==> src/rtl/reaction_timer_ctrl.sv <==
// Reaction timer control core: idle prompt, random wait, stimulus LED,
// then a 4-digit BCD millisecond count shown as X.XXX seconds.
// Ports: clk, reset (async, active-low), clear/start/stop (1-cycle pulses),
//   led (stimulus, 1 = lit), d3..d0 (active-low segments {dp,g,f,e,d,c,b,a},
//   d3 leftmost, registered).
module reaction_timer_ctrl #(
  parameter int unsigned TICK_DIV    = 100000,
  parameter int unsigned MIN_WAIT_MS = 2000,
  parameter logic [15:0] LFSR_SEED   = 16'hACE1
) (
  input  logic       clk,
  input  logic       reset,
  input  logic       clear,
  input  logic       start,
  input  logic       stop,
  output logic       led,
  output logic [7:0] d3,
  output logic [7:0] d2,
  output logic [7:0] d1,
  output logic [7:0] d0
);

  localparam int PW = (TICK_DIV > 1) ? $clog2(TICK_DIV) : 1;
  localparam logic [PW-1:0] PMAX = PW'(TICK_DIV - 1);
  localparam logic [13:0] MINW = 14'(MIN_WAIT_MS);
  localparam logic [7:0] SEG_H = 8'h89;
  localparam logic [7:0] SEG_I = 8'hF9;
  localparam logic [7:0] SEG_BL = 8'hFF;

  typedef enum logic [1:0] {
    IDLE,
    WAIT,
    TIME,
    DONE
  } state_t;

  state_t state, state_nx;

  logic [PW-1:0] presc;
  logic          tick;
  logic [15:0]   lfsr;
  logic          fb;
  logic [13:0]   wait_ms, wait_nx;
  logic [15:0]   cnt, cnt_nx;
  logic          led_nx;
  logic [7:0]    d3_nx, d2_nx, d1_nx, d0_nx;

  function automatic logic [7:0] seg(input logic [3:0] d);
    logic [7:0] s;
    unique case (d)
      4'd0: s = 8'hC0;
      4'd1: s = 8'hF9;
      4'd2: s = 8'hA4;
      4'd3: s = 8'hB0;
      4'd4: s = 8'h99;
      4'd5: s = 8'h92;
      4'd6: s = 8'h82;
      4'd7: s = 8'hF8;
      4'd8: s = 8'h80;
      4'd9: s = 8'h90;
      default: s = SEG_BL;
    endcase
    return s;
  endfunction

  // Per-digit decimal increment, carry ripples 9 -> 0 upward.
  function automatic logic [15:0] bcd_inc(input logic [15:0] v);
    logic [15:0] r;
    logic        c;
    r = v;
    c = 1'b1;
    for (int i = 0; i < 4; i++) begin
      if (c) begin
        if (r[4*i +: 4] == 4'd9) begin
          r[4*i +: 4] = 4'd0;
        end else begin
          r[4*i +: 4] = r[4*i +: 4] + 4'd1;
          c = 1'b0;
        end
      end
    end
    return r;
  endfunction

  assign tick = (presc == PMAX);
  assign fb = lfsr[15] ^ lfsr[13] ^ lfsr[12] ^ lfsr[10];

  always_comb begin
    state_nx = state;
    wait_nx  = wait_ms;
    cnt_nx   = cnt;
    unique case (state)
      IDLE: begin
        if (!clear && start) begin
          state_nx = WAIT;
          wait_nx  = MINW + {1'b0, lfsr[12:0]};
          cnt_nx   = '0;
        end
      end
      WAIT: begin
        if (clear) begin
          state_nx = IDLE;
        end else if (stop) begin
          state_nx = DONE;
          cnt_nx   = 16'h9999;
        end else if (tick) begin
          if (wait_ms <= 14'd1) state_nx = TIME;
          else wait_nx = wait_ms - 14'd1;
        end
      end
      TIME: begin
        if (clear) begin
          state_nx = IDLE;
        end else if (stop) begin
          state_nx = DONE;
        end else if (cnt == 16'h9999) begin
          state_nx = DONE;
        end else if (tick) begin
          cnt_nx = bcd_inc(cnt);
        end
      end
      DONE: begin
        if (clear) state_nx = IDLE;
      end
      default: state_nx = IDLE;
    endcase
    if (state_nx == IDLE) begin
      wait_nx = '0;
      cnt_nx  = '0;
    end
  end

  // Output patterns are computed from the current registers and then
  // registered, so they trail the state/count by one clock.
  always_comb begin
    led_nx = 1'b0;
    d3_nx  = SEG_BL;
    d2_nx  = SEG_BL;
    d1_nx  = SEG_H;
    d0_nx  = SEG_I;
    unique case (state)
      IDLE: ;
      WAIT: begin
        d1_nx = SEG_BL;
        d0_nx = SEG_BL;
      end
      TIME, DONE: begin
        led_nx = (state == TIME);
        d3_nx  = seg(cnt[15:12]) & 8'h7F;
        d2_nx  = seg(cnt[11:8]);
        d1_nx  = seg(cnt[7:4]);
        d0_nx  = seg(cnt[3:0]);
      end
      default: ;
    endcase
  end

  always_ff @(posedge clk or negedge reset) begin
    if (!reset) begin
      state   <= IDLE;
      presc   <= '0;
      lfsr    <= LFSR_SEED;
      wait_ms <= '0;
      cnt     <= '0;
      led     <= 1'b0;
      d3      <= SEG_BL;
      d2      <= SEG_BL;
      d1      <= SEG_H;
      d0      <= SEG_I;
    end else begin
      state   <= state_nx;
      lfsr    <= {lfsr[14:0], fb};
      wait_ms <= wait_nx;
      cnt     <= cnt_nx;
      // Prescaler restarts on every state entry.
      if (state_nx != state || tick) presc <= '0;
      else presc <= presc + 1'b1;
      led <= led_nx;
      d3  <= d3_nx;
      d2  <= d2_nx;
      d1  <= d1_nx;
      d0  <= d0_nx;
    end
  end

endmodule
==> config.mk <==
export PLATFORM = sky130hd
export DESIGN_NAME = reaction_timer_ctrl
export DESIGN_NICKNAME = d
export VERILOG_FILES = /design/src/rtl/reaction_timer_ctrl.sv
export SDC_FILE = /design/constraint.sdc
export NUM_CORES = 1
export LEC_CHECK = 0
export CORE_UTILIZATION = 35
export DETAILED_ROUTE_END_ITERATION = 12
export PLACE_DENSITY_LB_ADDON = 0.08
export SYNTH_ARGS = -nofsm -noshare
export SYNTH_HDL_FRONTEND = slang
export SYNTH_SLANG_ARGS = --single-unit
export TNS_END_PERCENT = 50
==> constraint.sdc <==
create_clock -name clk -period 4.1 [get_ports clk]
set_clock_uncertainty 0.1 [all_clocks]
set_input_delay 0.82 -clock clk [delete_from_list [all_inputs] [get_ports clk]]
set_output_delay 0.82 -clock clk [all_outputs]
set_load 0.02 [all_outputs]
* After elaboration in Yosys (flattened, before gate mapping)
Memories as Yosys holds them, arrays and structs flattened. Index checks and enable logic that the tools add are counted.
Word-level totals: register bits after elaboration 98, bits in read-only memories 448, output and inout port bits 33, logic and storage cells 123, memories 4
Operators by class: add/sub/neg operators 7, $lt $le $gt $ge 1, equal/unequal tests 23, multiplexer cells 59, bitwise operators 3, reduce and logical (&&, ||, !) cells 13
Memory list:
- (no name shown) | depth 16, width 7, rd ports 1, clocked after memory_dff 0, wr ports 0, line 50 | unique case (d)
- (no name shown) | depth 16, width 7, rd ports 1, clocked after memory_dff 0, wr ports 0, line 50
- (no name shown) | depth 16, width 7, rd ports 1, clocked after memory_dff 0, wr ports 0, line 50
- (no name shown) | depth 16, width 7, rd ports 1, clocked after memory_dff 0, wr ports 0, line 50
Operators by type and width (count):
- $mux 16 | 8
- $mux 14 | 6
- $pmux 16 s3 | 1
- $ne 3x3->1 const B | 13
- $pmux 8 s2 | 2
- $mux 4 | 7
- $pmux 14 s2 | 1
- $reduce_and 9->1 | 3
- $mux 1 | 21
- $mux 2 | 9
- $add 17x1->17 const B | 1
- $eq 17x17->1 const B | 1
- $mux 17 | 1
- $add 4x1->4 const B | 4
- $eq 16x16->1 const B | 1
- $eq 4x4->1 const B | 4
- $mux 8 | 2
- $add 11x13->14 const A | 1
- $le 14x1->1 const B | 1
- $sub 14x1->14 const B | 1
- $pmux 2 s4 | 1
- $reduce_and 8->1 | 1
- $reduce_and 6->1 | 1
- $eq 2x2->1 const B | 2
- other kinds (10) | 13

* Depth between registers and ports, before layout
Gate-level depths: netlist of run 1.
word-level depth 26, mapped depth 11, depth with buffers taken out 7

* Worst setup path before layout of run 1
OpenSTA, ideal clock, no wires.
path kind reg-to-reg, start reg state[0], end reg cnt[14], data arrival time 2.560 ns, data required time 3.860 ns, slack 1.301 ns, stages on the path, launching flop included 12, cell sequence dfrtp_1 -> clkbuf_1 -> inv_1 -> ha_1 -> clkbuf_1 -> or2_2 -> clkbuf_1 -> a21oi_1 -> nor3_1 -> a221oi_1 -> clkbuf_1 -> a22oi_1
Between the ends: word-level cells in the longest chain between the ends 8, elaborated cells on any way between the ends 27
Ends and longest elaborated chain:
- from (decl) | line 37 | state_t state, state_nx;
- from (signal assigned) | line 171 | state <= state_nx;
- $mux 2 | line 107 | if (wait_ms <= 14'd1) state_nx = TIME;
- $mux 2 | line 106 | end else if (tick) begin
- $mux 2 | line 103 | end else if (stop) begin
- $mux 2 | line 101 | if (clear) begin
- $pmux 2 s4 | line 92 | unique case (state)
- $logic_not 2->1 | line 127 | if (state_nx == IDLE) begin
- $ne 3x3->1 (no source line) or $reduce_bool 4->1 (tied branches)
- $reduce_and 9->1 (no source line)
- to (signal assigned) | line 174 | cnt <= cnt_nx;
- to (decl) | line 44 | logic [15:0] cnt, cnt_nx;
Parallel ways exist; a longest one is shown, timed or not. A chain may end at the register's enable or synchronous reset.

* Final worst setup path of run 1
start reg cnt[1], end reg cnt[5]
Between the ends: word-level cells in the longest chain between the ends 9, elaborated cells on any way between the ends 24
Ends and longest elaborated chain:
- branches (longest 9 deep; another with $eq 16x16->1)
Several ways; the timed one is not identified. The select of a mux whose other input is x is not followed.

==> results of run 1 <==
-- cells in the mapped netlist, drive strengths merged, types with 4 or more instances --
library cell and number:
nand4 13, nand3 10, dfstp 30, ha 28, o21ai 58, inv 33
a211oi 8, a221oi 11, nand2b 9, nor3 11, nand3b 6, nor4 22
xnor2 11, o2111a 4, and2 5, o22ai 9, nand2 52, dfrtp 65
or4 7, clkbuf 33, a31oi 6, nor3b 7, a21oi 43, xor2 16
a22oi 14, nor2 38, buf 9, and3 5
-- cell families (layout without fill, tap and decap cells) --
logic type	after synthesis	count (layout)	synth area share (%)
other	1	3	0.0666
AO/OA/AOI/OAI	187	187	22.0
buffers and inverters	76	94	5.49
adder cells (fa/ha/maj)	28	28	6.22
flip-flops	95	95	42.9
AND/OR/NAND/NOR	200	200	18.7
XOR/XNOR	27	27	4.20
multiplexers	2	2	0.356
-- stage by stage --
step,total power [mW],setup slack (ns),instance area (um^2),instances,util [%]
6_report,4.64,0.945,6470,847,41.9
5_1_grt,4.99,0.619,6470,847,41.9
4_1_cts,4.67,0.925,6470,847,41.9
3_5_place_dp,3.85,0.803,6190,831,40.1
3_3_place_gp,3.83,0.849,6190,831,40.1
2_1_floorplan,3.04,1.30,5640,618,-
-- metal layers --
layer  share of wire, %  up-vias  GRT usage [%]  wire [um]
met1                 49     2302           24.6       6790
met5                  0        -              0          0
met3                3.4       18           2.49        467
met4                1.9        0           7.68        264
met2                 45      116           27.2       6270
li1                   -     2286              -          -
-- registers in the layout, summed over array words and instances (netlist names) --
signal / flops
presc: 17
cnt: 16
lfsr: 16
wait_ms: 14
d3: 8
d0: 7
d1: 7
d2: 7
state: 2
led: 1
-- worst register-to-register path: cells and delay by family (launching register included) --
| kind | cells | cell delay, ns |
|---|---|---|
| adders and majority gates | 1 | 0.22 |
| DFF | 1 | 0.50 |
| and+or+nand+nor | 2 | 0.42 |
| AOI/OAI and AO/OA | 3 | 1.43 |
| buffers and inverters | 2 | 0.30 |
-- worst max path at each step --
stage	startpoint	to	depth (start not counted)
finish	cnt[1]	cnt[5]	8
CTS	cnt[1]	cnt[5]	8
detailed placement	stop	cnt[13]	6
global route	state[0]	presc[10]	7
global placement	stop	cnt[13]	6
floorplan	state[0]	cnt[14]	11
-- final cells by class --
type / count / area share, %
tap: 211 / 4.08
clock inverter: 4 / 0.309
sequential: 95 / 37.3
multi-input combinational: 447 / 45.6
clock buffer: 12 / 3.96
timing repair buffer: 44 / 6.77
inverter: 34 / 1.97
-- placed cells by master (no fill, tap or decap), drive strengths merged, types with 3 or more instances in the layout --
master and n:
dfrtp 65, o21ai 58, nand2 52, a21oi 43
nor2 38, inv 33, clkdlybuf4s50 33, dfstp 30
ha 28, nor4 22, xor2 16, a22oi 14
nand4 13, clkbuf 12, xnor2 11, nor3 11
a221oi 11, buf 11, nand3 10, nand2b 9
o22ai 9, a211oi 8, nor3b 7, or4 7
a31oi 6, nand3b 6, and3 5, and2 5
clkinv 5, o2111a 4, nor2b 3, or2 3
conb 3, o221ai 3, o41ai 3
-- power by group through the flow --
stage | registers, mW | logic (mW) | clock network (mW)
6_report | 1.38 | 2.47 | 0.793
5_1_grt | 1.41 | 2.71 | 0.864
4_1_cts | 1.38 | 2.46 | 0.829
3_5_place_dp | 1.40 | 2.45 | 0
3_3_place_gp | 1.39 | 2.44 | 0
2_1_floorplan | 1.51 | 1.53 | 0
==> results.yml, run 1 <==
run_status:
  status: "finished, final reports clean"
sta:
  rsz0062_at_grt: "false"
  fin_crit_ns: 3.15
  fin_crit_sh_pct: 76.9
  tns_ns: 0
  fmax_mhz: 317
  finalHoldViolations: 0
  slew_headroom_pct: 34.0
  report.final.slew_viol_count: 0
  tightest_slew_ns: 0.990
  hold_ws_ns: 0.251
  setup_viol: 0
yosys:
  syn_inst: 616
  synth.top_cell.area_share_pct: 28.9
  async_flop_share_pct: 100
  postSynthRegisterBits: 95
  synth_edf_count: 0
  ys_types: 71
  synthesis.area_mm2: 0.00563
  syn_avg_cell_area_um2: 9.14
  yosys.area.top_type: "dfrtp_1"
  yosys_warnings: 0
  synth_ff_type: "dfrtp_1"
  synth_area_leaders: "dfrtp_1 29%, dfstp_2 14%, ha_1 6.2%"
  ys_seq_area_share_pct: 42.9
route:
  drcViolationCount: 0
  vias: 4722
  avgViaCountPerCell: 5.57
  route.antenna.remaining_nets: 0
  post_drt_wl_per_cell_um: 16.3
  dr.pass1.iters: 6
  drtIter0Drc: 296
  routed_wl_mm: 13.8
worst_setup_path:
  timing.rr.start: "cnt[1]"
  critPathKind: "reg -> reg"
  crit_chain: "inv_1, ha_1, and3b_1, nor4b_1, buf_4, o311a_1, o221ai_4, a22oi_1"
  path_delay_family: "compound AO/OA/AOI/OAI gates"
  reg2reg_depth: 8
  critPathMaxFanout: 31
  critical_path_buf_inv_count: 2
  required_ns: 4.16
  regToRegSetupSlack_ns: 0.95
  end_kind: "flop"
  startpoint_type: "flop"
  max_stage_delay_ns: 0.80
  crit_arrival_ns: 3.22
  r2r-end: "cnt[5]"
  worst_path_max_delay_cell: "o221ai_4"
finish:
  syn2layout_area_growth_pct: 14.9
  multi_input_area_mm2: 0.00295
  seq_area_mm2: 0.00241
  diodes: 0
  fillers: 1549
  nets: 664
  drive_gt1_share_pct: 10.8
worst_hold_path:
  min_to: "lfsr[15]"
  hp-class: "reg -> reg"
  min_from: "lfsr[14]"
  hold_depth: 0
floorplanning:
  ios: 38
  dieArea_mm2: 0.0166
  die_w_um: 129
  placementRows: 45
  core_area_mm2: 0.0154
  die_h_um: 129
  start_util_pct: 36.5
cts:
  clkSinkCount: 95
  numCtsBuffers: 9
  cts_htree_levels: 3
  cts_tree: "built"
  cts_resized: 0
  hold_buffers: 0
  cts_setup_buffers: 0
  clockBufferDepth: 2
  clk_latency_ns: 0.35
  clk_pin_slew_ns: 0.07
  root_buffer: "clkbuf_16"
power:
  p_per_area_mw_per_mm2: 718
  sw_frac_of_total_pct: 45.0
  p_sw_mw: 2.09
  leakage_nw: 2.59
  peakVddDrop_v: 0.000310
  combPwrFrac_pct: 53.2
  clockPowerShare_pct: 17.1
  p_int_mw: 2.56
  seqPwrFrac_pct: 29.7
global_route:
  grt_max_degree: 61
  grt_usage_pct: 17.6
  antenna_found_initial: 0
  grt_first_pass_wirelength_mm: 22.8
  grt-ovfl-total: 0
  grt_pass1_vias: 4383
placement:
  port_buffers: 34
  dp_hpwl_mm: 9.22
  gp_congestion: 0.787
flow_run:
  maxCapViolations: 0
Power figures use the tool's default switching activity.
==> run 2: changes to the inputs <==
==> constraint.sdc (replaced) <==
create_clock -name clk -period 3 [get_ports clk]
set_clock_uncertainty 0.1 [all_clocks]
set_input_delay 0.6 -clock clk [delete_from_list [all_inputs] [get_ports clk]]
set_output_delay 0.6 -clock clk [all_outputs]
set_load 0.02 [all_outputs]
==> results.yml, run 2 (synthesis gave the netlist of run 1 again) <==
run_status:
  status: "finished, final reports clean"
sta:
  report.final.slew_viol_count: 0
  tns_ns: 0
  slew_headroom_pct: 58.1
  rsz0062_at_grt: "false"
  finalHoldViolations: 0
  setup_slack_ns: 0.0908
  setup_viol: 0
  tightest_slew_ns: 0.628
  fmax_mhz: 344
  fin_crit_ns: 2.91
  fin_crit_sh_pct: 97.0
floorplanning:
  dieArea_mm2: 0.0166
  ios: 38
  placementRows: 45
  start_util_pct: 36.5
  core_area_mm2: 0.0154
  die_h_um: 129
  die_w_um: 129
power:
  combPwrFrac_pct: 55.1
  p_sw_mw: 2.86
  leakage_nw: 2.69
  peakVddDrop_v: 0.000415
  sw_frac_of_total_pct: 44.1
  p_int_mw: 3.62
  p_per_area_mw_per_mm2: 979
  seqPwrFrac_pct: 28.7
  clockPowerShare_pct: 16.2
worst_setup_path:
  worst_path_max_delay_cell: "or4_4"
  required_ns: 3.17
  critPathKind: "reg -> reg"
  regToRegSetupSlack_ns: 0.09
  crit_chain: "or4b_4, or4_4, buf_4, o41a_1, or4_1, a22oi_2"
  critPathLaunch: "presc[8]"
  critical_path_buf_inv_count: 1
  critPathMaxFanout: 7
  end_kind: "flop"
  startpoint_type: "flop"
  timing.rr.start: "presc[8]"
  crit_arrival_ns: 3.08
  path_delay_family: "simple AND/OR/NAND/NOR gates"
  max_stage_delay_ns: 0.59
global_route:
  grt-ovfl-total: 0
  grt_max_degree: 96
  grt_usage_pct: 18.0
  antenna_found_initial: 0
  grt_pass1_vias: 4576
  grt_first_pass_wirelength_mm: 23.5
cts:
  cts_tree: "built"
  hold_buffers: 0
  clkSinkCount: 95
  root_buffer: "clkbuf_16"
  clk_pin_slew_ns: 0.06
  numCtsBuffers: 9
  clockBufferDepth: 2
  cts_htree_levels: 3
  clk_latency_ns: 0.36
  cts_resized: 0
  cts_setup_buffers: 0
placement:
  dp_hpwl_mm: 9.56
  port_buffers: 34
  pre_cts_ws_ns: 0.107
  gp_congestion: 0.815
route:
  drtIter0Drc: 303
  avgViaCountPerCell: 5.44
  routed_wl_mm: 14.0
  drcViolationCount: 0
  post_drt_wl_per_cell_um: 16.1
  route.antenna.remaining_nets: 0
  dr.pass1.iters: 5
  vias: 4735
finish:
  nets: 687
  largest_register_ffs: 17
  fillers: 1517
  largest-register: "presc"
  syn2layout_area_growth_pct: 17.6
  final_cell_mix: "65 x dfrtp_1, 58 x o21ai_0, 52 x nand2_1, 43 x a21oi_1, 38 x nor2_1"
  drive_gt1_share_pct: 13.4
  diodes: 0
  final_common_cell: "dfrtp_1"
  top_regs: "presc: 17 flops, cnt: 16 flops, lfsr: 16 flops"
  fin_util_pct: 42.9
flow_run:
  maxCapViolations: 0
worst_hold_path:
  hp-class: "in -> async"
[run 2: cell count changes in the layout (fill, tap and decap cells not counted)]
cell | previous run | this run
buf_4 | 9 | 31
clkbuf_1 | 1 | 5
o221ai_2 | 0 | 1
clkinv_2 | 4 | 2
o221ai_4 | 1 | 0
buf_12 | 2 | 3
clkbuf_8 | 2 | 0
[run 2: power by group through the flow]
stage	sequential (mW)	combinational (mW)	clock [mW]
after floorplan	2.07	2.09	0
after global placement	1.88	3.55	0
after detailed placement	1.89	3.58	0
after CTS	1.86	3.59	1.08
after global routing	1.91	3.95	1.13
final	1.86	3.57	1.05
[run 2: per-layer routing]
layer | global-route usage [%] | up-vias | part of all wire (%)
met5 | 0 | - | 0
met4 | 7.34 | 0 | 1.7
met3 | 2.37 | 16 | 3.4
met2 | 28.3 | 85 | 47
met1 | 24.9 | 2310 | 48
li1 | - | 2324 | -
[run 2: worst paths after layout]
check	cells past startpoint	endpoint
setup / recovery	6	cnt[13]
hold / removal	2	cnt[12]
setup reg to reg	6	cnt[13]
hold reg to reg	0	lfsr[15]
max in group asynchronous	2	lfsr[7]
min in group clk	0	lfsr[15]
[run 2: area by class of cell]
cell class              count  area, um^2  area share, %
inverters                  34         128           1.93
well taps                 211         264           3.99
repair buffers             67         623           9.41
flip-flops and latches     95        2410           36.5
multi-input cells         447        2940           44.4
clock inverters             2        10.0          0.151
clock buffers              14         244           3.68
[run 2: metrics by stage]
stage               power (mW)  area (um^2)  cells  hold slack (ns)
floorplan                 4.16         5640    618            0.204
global placement          5.43         6370    854            0.243
detailed placement        5.46         6370    854            0.247
CTS                       6.53         6620    870            0.223
global route              6.98         6620    870            0.233
finish                    6.48         6620    870            0.189
==> run 3: changes to the inputs <==
--- a/config.mk
+++ b/config.mk
@@ -5,6 +5,7 @@
 export SDC_FILE = /design/constraint.sdc
 export NUM_CORES = 1
 export LEC_CHECK = 0
+export ABC_AREA = 1
 export CORE_UTILIZATION = 35
 export DETAILED_ROUTE_END_ITERATION = 12
 export PLACE_DENSITY_LB_ADDON = 0.08
==> results.yml, run 3 <==
finish:
  layoutNonFillerInstCount: 889
  multi_input_area_mm2: 0.00260
  top_regs: "presc: 17 flops, cnt: 16 flops, lfsr: 16 flops"
  seq_area_mm2: 0.00241
  nets: 729
  final_cell_mix: "157 x nand2_1, 67 x inv_1, 65 x dfrtp_1, 55 x o21ai_0, 51 x nor2_1"
  drive_gt1_share_pct: 13.4
  largest_register_ffs: 17
  largest-register: "presc"
  diodes: 0
  syn2layout_area_growth_pct: 15.0
  final_common_cell: "nand2_1"
  fillers: 1521
route:
  route.antenna.remaining_nets: 0
  post_drt_wl_per_cell_um: 13.6
  drtIter0Drc: 242
  avgViaCountPerCell: 4.93
  drcViolationCount: 0
  routed_wl_mm: 12.1
  dr.pass1.iters: 5
  vias: 4382
sta:
  fin_crit_sh_pct: 88.6
  tns_ns: 0
  report.final.slew_viol_count: 0
  slew_headroom_pct: 36.3
  fmax_mhz: 376
  setup_viol: 0
  fin_crit_ns: 2.66
  hold_ws_ns: 0.152
  rsz0062_at_grt: "false"
  tightest_slew_ns: 0.956
  finalHoldViolations: 0
  setup_slack_ns: 0.343
worst_setup_path:
  critPathMaxFanout: 17
  critPathKind: "reg -> reg"
  startpoint_type: "flop"
  crit_arrival_ns: 2.74
  end_kind: "flop"
  required_ns: 3.09
global_route:
  grt-ovfl-total: 0
  grt_max_degree: 55
  grt_usage_pct: 16.3
  grt_pass1_vias: 4248
  grt_first_pass_wirelength_mm: 20.6
  antenna_found_initial: 0
power:
  p_sw_mw: 2.83
  p_per_area_mw_per_mm2: 982
  p_int_mw: 3.28
  clockPowerShare_pct: 17.6
  leakage_nw: 2.75
  sw_frac_of_total_pct: 46.3
  combPwrFrac_pct: 51.6
  seqPwrFrac_pct: 30.8
  peakVddDrop_v: 0.000502
cts:
  clk_pin_slew_ns: 0.06
  root_buffer: "clkbuf_16"
  numCtsBuffers: 9
  clockBufferDepth: 2
  cts_tree: "built"
  cts_resized: 0
  hold_buffers: 0
  cts_setup_buffers: 0
  clk_latency_ns: 0.35
  cts_htree_levels: 3
  clkSinkCount: 95
floorplanning:
  start_util_pct: 35.7
  ios: 38
  core_area_mm2: 0.0151
  dieArea_mm2: 0.0160
  die_h_um: 126
  die_w_um: 126
  placementRows: 45
yosys:
  syn_avg_cell_area_um2: 8.18
  yosys_warnings: 0
  synth.most_common_cell: "nand2_1"
  synth_ff_type: "dfrtp_1"
  yosys.area.top_type: "dfrtp_1"
  ys_types: 44
  ys_top_cells_by_count: "157 x nand2_1, 67 x inv_1, 65 x dfrtp_1"
  postSynthRegisterBits: 95
  synth_edf_count: 0
  ys_seq_area_share_pct: 44.7
  synthesis.area_mm2: 0.00541
  synth.top_cell.area_share_pct: 30.1
  async_flop_share_pct: 100
  synth_area_leaders: "dfrtp_1 30%, dfstp_2 15%, nand2_1 11%"
  syn_inst: 661
flow_run:
  maxCapViolations: 0
placement:
  gp_congestion: 0.837
  pre_cts_ws_ns: 0.153
  place_inst: 873
  port_buffers: 34
  dp_hpwl_mm: 8.45
worst_hold_path:
  hp-class: "in -> async"
run_status:
  status: "finished, final reports clean"
[run 3: cell count changes after synthesis, sizes merged, moves of 11 or more]
cell,delta
nand2,+112
nor2,+16
nor4,-22
clkbuf,-23
nand3,+31
inv,+42
a221oi,-11
a22oi,-12
nor3,+11
[run 3: cell families (layout without fill, tap and decap cells)]
kind of cell    Yosys count  after routing  share of synthesized area [%]
simple gates            295            295                           24.9
xor+xnor                 19             19                           3.08
compound gates          127            127                           13.4
fa+ha+maj                28             28                           6.48
buf+inv                  96            134                           7.47
other cells               1              3                         0.0693
flops                    95             95                           44.7
[run 3: final cells by class]
cell class,instances,share of cell area [%]
clock buffer,15,4.31
clock inverter,1,0.0805
inverter,75,4.53
multi-input combinational,472,41.8
sequential,95,38.8
tap,188,3.78
timing repair buffer,43,6.72
[run 3: per-stage QoR]
step,power [mW],utilization (%),instance area (um^2)
after floorplan,4.15,-,5420
after global placement,5.03,39.3,5950
after detailed placement,5.06,39.3,5950
after CTS,6.19,41.1,6220
after global routing,6.64,41.1,6220
final,6.11,41.1,6220
[run 3: metal layers]
layer  part of all wire (%)  vias to the layer above  track usage, %
met1                     52                     2068            23.0
li1                       -                     2224               -
met5                      0                        -               0
met4                    1.8                        0            6.66
met3                    3.1                       14            2.87
met2                     43                       76            24.6
[run 3: worst max-delay path, stage by stage (launching register included)]
cell     delay [ns]
dfrtp_1        0.45
inv_1          0.08
ha_1           0.18
nand2_1        0.13
nand2_1        0.08
nand2_1        0.06
nor2_1         0.15
nand2_1        0.10
nand2_1        0.06
nand2_1        0.04
nand3_1        0.08
nand3_2        0.11
o21ai_2        0.76
nor3_1         0.11
[run 3: power groups by stage]
stage,Clock [mW],Combinational [mW],Sequential (mW)
after CTS,1.12,3.18,1.88
after global placement,0,3.13,1.90
final,1.08,3.15,1.88
after global routing,1.17,3.54,1.92
after floorplan,0,2.13,2.02
after detailed placement,0,3.16,1.90
[run 3: path summary, 6_finish.rpt]
check                                 from  endpoint  slack (ns)  depth (start not counted)
worst max-delay path            wait_ms[0]  presc[5]        0.34                         13
worst min-delay path                 reset   cnt[11]        0.15                          1
worst max register to register  wait_ms[0]  presc[5]        0.34                         13
worst min register to register    lfsr[14]  lfsr[15]        0.25                          0
max in group asynchronous            reset  lfsr[11]        1.92                          2
min in group clk                  lfsr[14]  lfsr[15]        0.25                          0
